===== src/rtl/mem_ddr_load_seq.sv =====
// DDR->SRAM load sequencer: splits a copy into DDR read bursts and tags each returning beat.
// Optional MEM_LOAD_4K_SPLIT_EN keeps every burst inside one 4 KB DDR page.
`timescale 1ns/1ps
module mem_ddr_load_seq #(
    parameter int BEAT_BYTES = 16,
    parameter int MAX_BURST  = 16,
    parameter int SRAM_AW    = 19
) (
    input  logic               clk,
    input  logic               rst_n,
    input  logic               start,
    input  logic [31:0]        ddr_src_addr,
    input  logic [SRAM_AW-1:0] sram_dst_addr,
    input  logic [19:0]        len_bytes,
    output logic               busy,
    output logic               done,
    output logic               ddr_rd_req,
    output logic [31:0]        ddr_rd_addr,
    output logic [4:0]         ddr_rd_len,
    input  logic               ddr_rd_gnt,
    input  logic               ddr_data_valid,
    output logic [SRAM_AW-1:0] base_addr,
    output logic               last,
    output logic [3:0]         num_of_last_valid
);

    typedef enum logic [1:0] {IDLE, REQ, DATA, DONE} state_t;

    state_t      state, state_next;
    logic [31:0] rd_ptr;
    logic [16:0] remaining;
    logic [4:0]  burst_cnt;
    logic [31:0] src_aligned;
    logic [16:0] start_beats;
    logic [31:0] cand_ptr;
    logic [16:0] cand_rem;
    logic [16:0] burst_lim;
    logic [4:0]  cand_len;
    logic        beat_in_burst;
    logic        burst_end;
    logic        unused_src_bits;
`ifdef MEM_LOAD_4K_SPLIT_EN
    logic [8:0]  to_4k;
`endif

    assign src_aligned     = {ddr_src_addr[31:4], 4'h0};
    assign unused_src_bits = ^ddr_src_addr[3:0];
    assign start_beats     = 17'((21'(len_bytes) + 21'(BEAT_BYTES - 1)) / 21'(BEAT_BYTES));

    assign beat_in_burst = ddr_data_valid && (state == DATA);
    assign burst_end     = beat_in_burst && (burst_cnt == 5'd1);
    assign last          = burst_end && (remaining == 17'd0);
    assign busy          = (state != IDLE);
    assign done          = (state == DONE);

    // The next burst is sized from the start inputs in IDLE, otherwise from the running pointer.
    always_comb begin
        cand_ptr  = (state == IDLE) ? src_aligned : rd_ptr;
        cand_rem  = (state == IDLE) ? start_beats : remaining;
        burst_lim = cand_rem;
        if (burst_lim > 17'(MAX_BURST)) begin
            burst_lim = 17'(MAX_BURST);
        end
`ifdef MEM_LOAD_4K_SPLIT_EN
        to_4k = 9'd256 - {1'b0, cand_ptr[11:4]};
        if ({8'd0, to_4k} < burst_lim) begin
            burst_lim = {8'd0, to_4k};
        end
`endif
        cand_len = burst_lim[4:0];
    end

    always_comb begin
        state_next = state;
        case (state)
            IDLE: begin
                if (start) begin
                    state_next = (len_bytes == 20'd0) ? DONE : REQ;
                end
            end
            REQ: begin
                if (ddr_rd_gnt) begin
                    state_next = DATA;
                end
            end
            DATA: begin
                if (burst_end) begin
                    state_next = (remaining != 17'd0) ? REQ : DONE;
                end
            end
            DONE:    state_next = IDLE;
            default: state_next = IDLE;
        endcase
    end

    always_ff @(posedge clk) begin
        if (!rst_n) begin
            state <= IDLE;
        end else begin
            state <= state_next;
        end
    end

    always_ff @(posedge clk) begin
        if (!rst_n) begin
            rd_ptr            <= 32'd0;
            remaining         <= 17'd0;
            burst_cnt         <= 5'd0;
            base_addr         <= '0;
            num_of_last_valid <= 4'd0;
            ddr_rd_req        <= 1'b0;
            ddr_rd_addr       <= 32'd0;
            ddr_rd_len        <= 5'd0;
        end else begin
            case (state)
                IDLE: begin
                    if (start) begin
                        num_of_last_valid <= len_bytes[3:0];
                        base_addr         <= sram_dst_addr;
                        rd_ptr            <= src_aligned;
                        remaining         <= start_beats;
                        if (len_bytes != 20'd0) begin
                            ddr_rd_req  <= 1'b1;
                            ddr_rd_addr <= cand_ptr;
                            ddr_rd_len  <= cand_len;
                        end
                    end
                end
                REQ: begin
                    if (ddr_rd_gnt) begin
                        ddr_rd_req <= 1'b0;
                        burst_cnt  <= ddr_rd_len;
                        rd_ptr     <= rd_ptr + (32'(ddr_rd_len) * 32'(BEAT_BYTES));
                        remaining  <= remaining - 17'(ddr_rd_len);
                    end
                end
                DATA: begin
                    if (beat_in_burst) begin
                        burst_cnt <= burst_cnt - 5'd1;
                        base_addr <= base_addr + SRAM_AW'(1);
                        // Next request goes out the cycle after the final beat of this burst.
                        if (burst_end && (remaining != 17'd0)) begin
                            ddr_rd_req  <= 1'b1;
                            ddr_rd_addr <= cand_ptr;
                            ddr_rd_len  <= cand_len;
                        end
                    end
                end
                default: begin
                end
            endcase
        end
    end

endmodule

===== config.mk =====
export PLATFORM = sky130hd
export DESIGN_NAME = mem_ddr_load_seq
export DESIGN_NICKNAME = d
export VERILOG_FILES = /design/src/rtl/mem_ddr_load_seq.sv
export SDC_FILE = /design/constraint.sdc
export NUM_CORES = 1
export LEC_CHECK = 0
export CAP_MARGIN = 25
export CORE_MARGIN = 2
export CORE_UTILIZATION = 35
export CTS_CLUSTER_SIZE = 12
export DETAILED_ROUTE_END_ITERATION = 8
export PLACE_DENSITY = 0.56
export SYNTH_ARGS = -nofsm -noshare
export SYNTH_HDL_FRONTEND = slang
export SYNTH_SLANG_ARGS = --single-unit

===== constraint.sdc =====
create_clock -name clk -period 4.84 [get_ports clk]
set_input_delay 1.452 -clock clk [delete_from_list [all_inputs] [get_ports clk]]
set_output_delay 1.452 -clock clk [all_outputs]
set_load 0.02 [all_outputs]

==> results.md <==
- The flow ran to the end, and the final reports show no timing, DRC or antenna violations.
- After clock tree synthesis, the clock-pin slew on the worst setup and hold paths is approximately 0.080 ns.
- The CTS sink count is 110.
- Across the VDD grid, the largest voltage drop is approximately 0.19 mV.
- The flip-flop cell with the highest count after synthesis is sky130_fd_sc_hd__dfxtp_1.
- Summed over all layers, the global routing overflow is 0.
- Combinational logic burns 32.8% of the power.
- The number of antenna violations at the first check in global routing is 0.
- Synthesis produced roughly 900 cells.
- The leakage power summed over all cells is ~3 nW.
- The time the worst path needs with I/O delays and setup is roughly 4.6 ns.
- The CTS root buffer is sky130_fd_sc_hd__clkbuf_16.
- After the flow finishes, the layout carries non-filler instances totaling approximately 1.2k.
- For the final routed database, the setup TNS stands at 0 ns.
- The count of nets left with antenna violations once routing finished came out at 0.
- The clock latency of the later-clocked register in the worst-skew pair is about 0.37 ns.
- The internal power of the cells totals approximately 1.9 mW.
- Setup repair after global routing left no endpoint under its margin.
- The synthesized design contains 0 enable-type register cells.
- In this run the count of I/O pins placed on the die edge is 140.
- The total placed cells including tap cells is around 1.2k.
- In this run the horizontal extent of the chip is 142 um.
- Entering global routing, the biggest net connects slightly below 60 pins.
- The CTS tree is yes.
- Relative to the synthesized area, the layout overhead comes to 27.8%.
- The share of total power dissipated in sequential elements is 38.2%.
- For flop-to-flop paths, the worst setup slack is between 1.5 and 2 ns.
- The number of port buffers is around 140.
- The starting density of the core is around 36%.
- The distinct cell type count after synthesis is between 70 and 80.
- The library cell with the highest instance count after synthesis is sky130_fd_sc_hd__nand2_1.
- The antenna diode count is 0.
- The routed wire length per instance is roughly 17 um.
- The most critical setup path has its endpoint at last.
- Tracing the worst setup path back leads to its startpoint at ddr_data_valid.
- The mean instance size in the synthesized netlist is 7.45 sq um.
- The number of global-route vias before repair is about 6.5k.
- After synthesis, the most frequently instantiated cells are sky130_fd_sc_hd__nand2_1, sky130_fd_sc_hd__dfxtp_1, sky130_fd_sc_hd__nor2_1, sky130_fd_sc_hd__a21oi_1, sky130_fd_sc_hd__o21ai_0.
- Setup violations remaining at the end of the flow were counted as 0.
- Headroom to the max-slew limit came out at 30.4%.
- The routed design has just over 20 mm of wire.
- The layout net count is 1,081.
- Per report_power, the clock group accounts for between 20% and 30% of the total.
- In this run, the number of DRC markers left after iteration 0 of detailed routing was ~500.
- The switching power share of the total is a little over a third.
- The region available for standard cell placement spans ~19,000 sq um.
- The register bit total from synthesis is 110.
- The number of max-slew violations in the final report is 0.
- The initialized floorplan defines 50 standard-cell rows.
- The final route contains 6,884 vias.
- After detailed routing, the number of remaining DRC violations is 0.
- Of all cell types, the one taking the most synthesized area is sky130_fd_sc_hd__dfxtp_1.
- After layout, the design draws a total of about 3.0 mW.
- After detailed routing, the number of vias per cell comes to ~5.6.
- The category of the worst setup path capture point is an output pin.
- Counting flops with an async set or reset pin after synthesis yields a share of 0%.
- The count of hold-fix buffers inserted at cts is 0.
- The post-cts gate resize count is 0.
- The first-pass GRT wire length is around 34 mm.
- The summed instance area of the synthesized netlist is approximately 6600 sq um.
- The total nets after synthesis is 983.
- The worst register-to-register path begins at ddr_rd_len[1].
- In this run the power spent charging and discharging nets is ~1.1 mW.
- The endpoint arrival time on the critical path is around 3.1 ns.
- The share of the synthesized area in the top cell type is approximately 33%.
- The depth of the worst hold-timing path is 2.
- The congestion estimate from routability-driven global placement came to a little over 0.8.
- The fraction of final layout cells sized beyond drive strength 1 is ~6.7%.
- The capture point of the worst reg-to-reg path is remaining[15].
- Global routing used 20.6% of the available tracks across all layers.
- Yosys attributes the largest share of cell area to sky130_fd_sc_hd__dfxtp_1, sky130_fd_sc_hd__nand2_1, sky130_fd_sc_hd__nor2_1.
- For this run, the share of the core covered by cells in the final layout is 45.6%.
- The number of H-tree levels is 3.
- The pin slew with the least headroom to its limit is about 1.0 ns.
- The die covers 20,100 sq um.
- The setup fix buffers added after clock tree synthesis is 0.
- The total half-perimeter wirelength after legalization and detailed placement is around 14 mm.
- From bottom edge to top edge, the die measures roughly 140 um.
- After synthesis, flip-flops and latches occupy about a third of the total area.
- The final count of hold timing violations was 0.
- Measured in cells, the most critical reg-to-reg path has a length of 9.
- The share of the cycle needed by the critical path after routing is between 90% and 100%.
- The peak fanout along the critical path is 4.
- The path class of the tightest hold or removal check is flip-flop to flip-flop.
- Clock skew on the completed layout was measured at slightly above 0.006 ns.
- The count of warnings emitted by yosys is 0.
- The number of CTS-inserted buffers is 9.
- The worst setup path is of the primary input to output pin kind.
- The maximum clock path buffer count is 2.
- STA puts the critical path data required time at approximately 3.4 ns.
- The startpoint class of the critical path is a primary input.
- The maximum frequency from static timing analysis is 219 MHz.
- Power spread over the standard cell area amounts to 351 nW/um^2.
- Max-cap violations in this run came to 0.
- The number of iterations in the first detailed-routing pass is 5.
area by class of cell:
class                   count  area, sq um
clock inverters             7          114
flip-flops and latches    110         2200
fillers                  1886        10100
clock buffers               9          225
inverters                  22         82.6
multi-input cells         694         4100
repair buffers            153         1490
well taps                 234          293
state kept, by name, summed over array words and instances (netlist names):
register           flops
ddr_rd_len             5
ddr_rd_addr           29
remaining             17
base_addr             19
burst_cnt              5
state                  2
num_of_last_valid      4
ddr_rd_req             1
rd_ptr                28
cells by family (layout without fill, tap and decap cells):
logic type	Yosys count	after routing	share of synthesized area, %
AO/OA/AOI/OAI	277	277	28.1
XOR/XNOR	18	18	2.37
adder cells (fa/ha/maj)	15	15	3.05
buffers and inverters	88	191	5.55
flip-flops	110	110	33.1
multiplexers	3	3	0.527
AND/OR/NAND/NOR	381	381	27.3
stage by stage:
stage               cell area [sq um]  worst slack [ns]  hold slack [ns]
finish                           8500             0.266            0.462
global route                     8500             0.147            0.476
CTS                              8500             0.257            0.464
detailed placement               8160             0.250            0.449
global placement                 8160             0.279            0.445
floorplan                        6650              1.34            0.437
cell usage in the layout, fill, tap and decap left out, drive strengths merged, types with 6 or more instances in the layout:
master | Yosys | routed
nand2 | 129 | 129
nor2 | 110 | 110
xor2 | 7 | 7
nand4 | 11 | 11
nor2b | 6 | 6
and2 | 13 | 13
o22ai | 8 | 8
dfxtp | 110 | 110
and3 | 19 | 19
xnor2 | 11 | 11
a311oi | 35 | 35
clkbuf | 52 | 9
a31oi | 18 | 18
buf | 14 | 18
a211oi | 13 | 13
inv | 22 | 25
a21oi | 78 | 78
nor4 | 10 | 10
o21a | 7 | 7
o211ai | 7 | 7
nand2b | 7 | 7
or3 | 7 | 7
clkdlybuf4s50 | 0 | 135
nor3 | 24 | 24
o21ai | 59 | 59
ha | 13 | 13
nand3 | 25 | 25
or4 | 6 | 6
how the worst min path moves through the flow:
stage,startpoint,to,slack (ns)
2_1_floorplan,burst_cnt[4],burst_cnt[4],0.44
6_report,num_of_last_valid[3],num_of_last_valid[3],0.46
4_1_cts,num_of_last_valid[0],num_of_last_valid[0],0.46
5_1_grt,num_of_last_valid[0],num_of_last_valid[0],0.48
3_3_place_gp,num_of_last_valid[1],num_of_last_valid[1],0.45
3_5_place_dp,num_of_last_valid[0],num_of_last_valid[0],0.45
metal layers:
metal,GRT usage (%),part of all wire [%]
met1,28.8,49
met2,32.7,44
met3,3.91,5.5
met4,5.63,1.1
met5,0,0
power by group through the flow:
stage	registers, mW	logic [mW]	clock network, mW
2_1_floorplan	1.20	0.559	0
6_report	1.14	0.979	0.864
3_5_place_dp	1.16	0.975	0
5_1_grt	1.16	1.08	0.920
3_3_place_gp	1.16	0.970	0
4_1_cts	1.14	0.979	0.888
critical path: stages:
cell,delay (ns)
sky130_fd_sc_hd__clkdlybuf4s50_1,0.55
sky130_fd_sc_hd__nand2_1,0.07
sky130_fd_sc_hd__nor4_1,0.26
sky130_fd_sc_hd__and2_1,0.19
sky130_fd_sc_hd__clkdlybuf4s50_1,0.60
No activity file was read; power rests on OpenSTA's default activity.
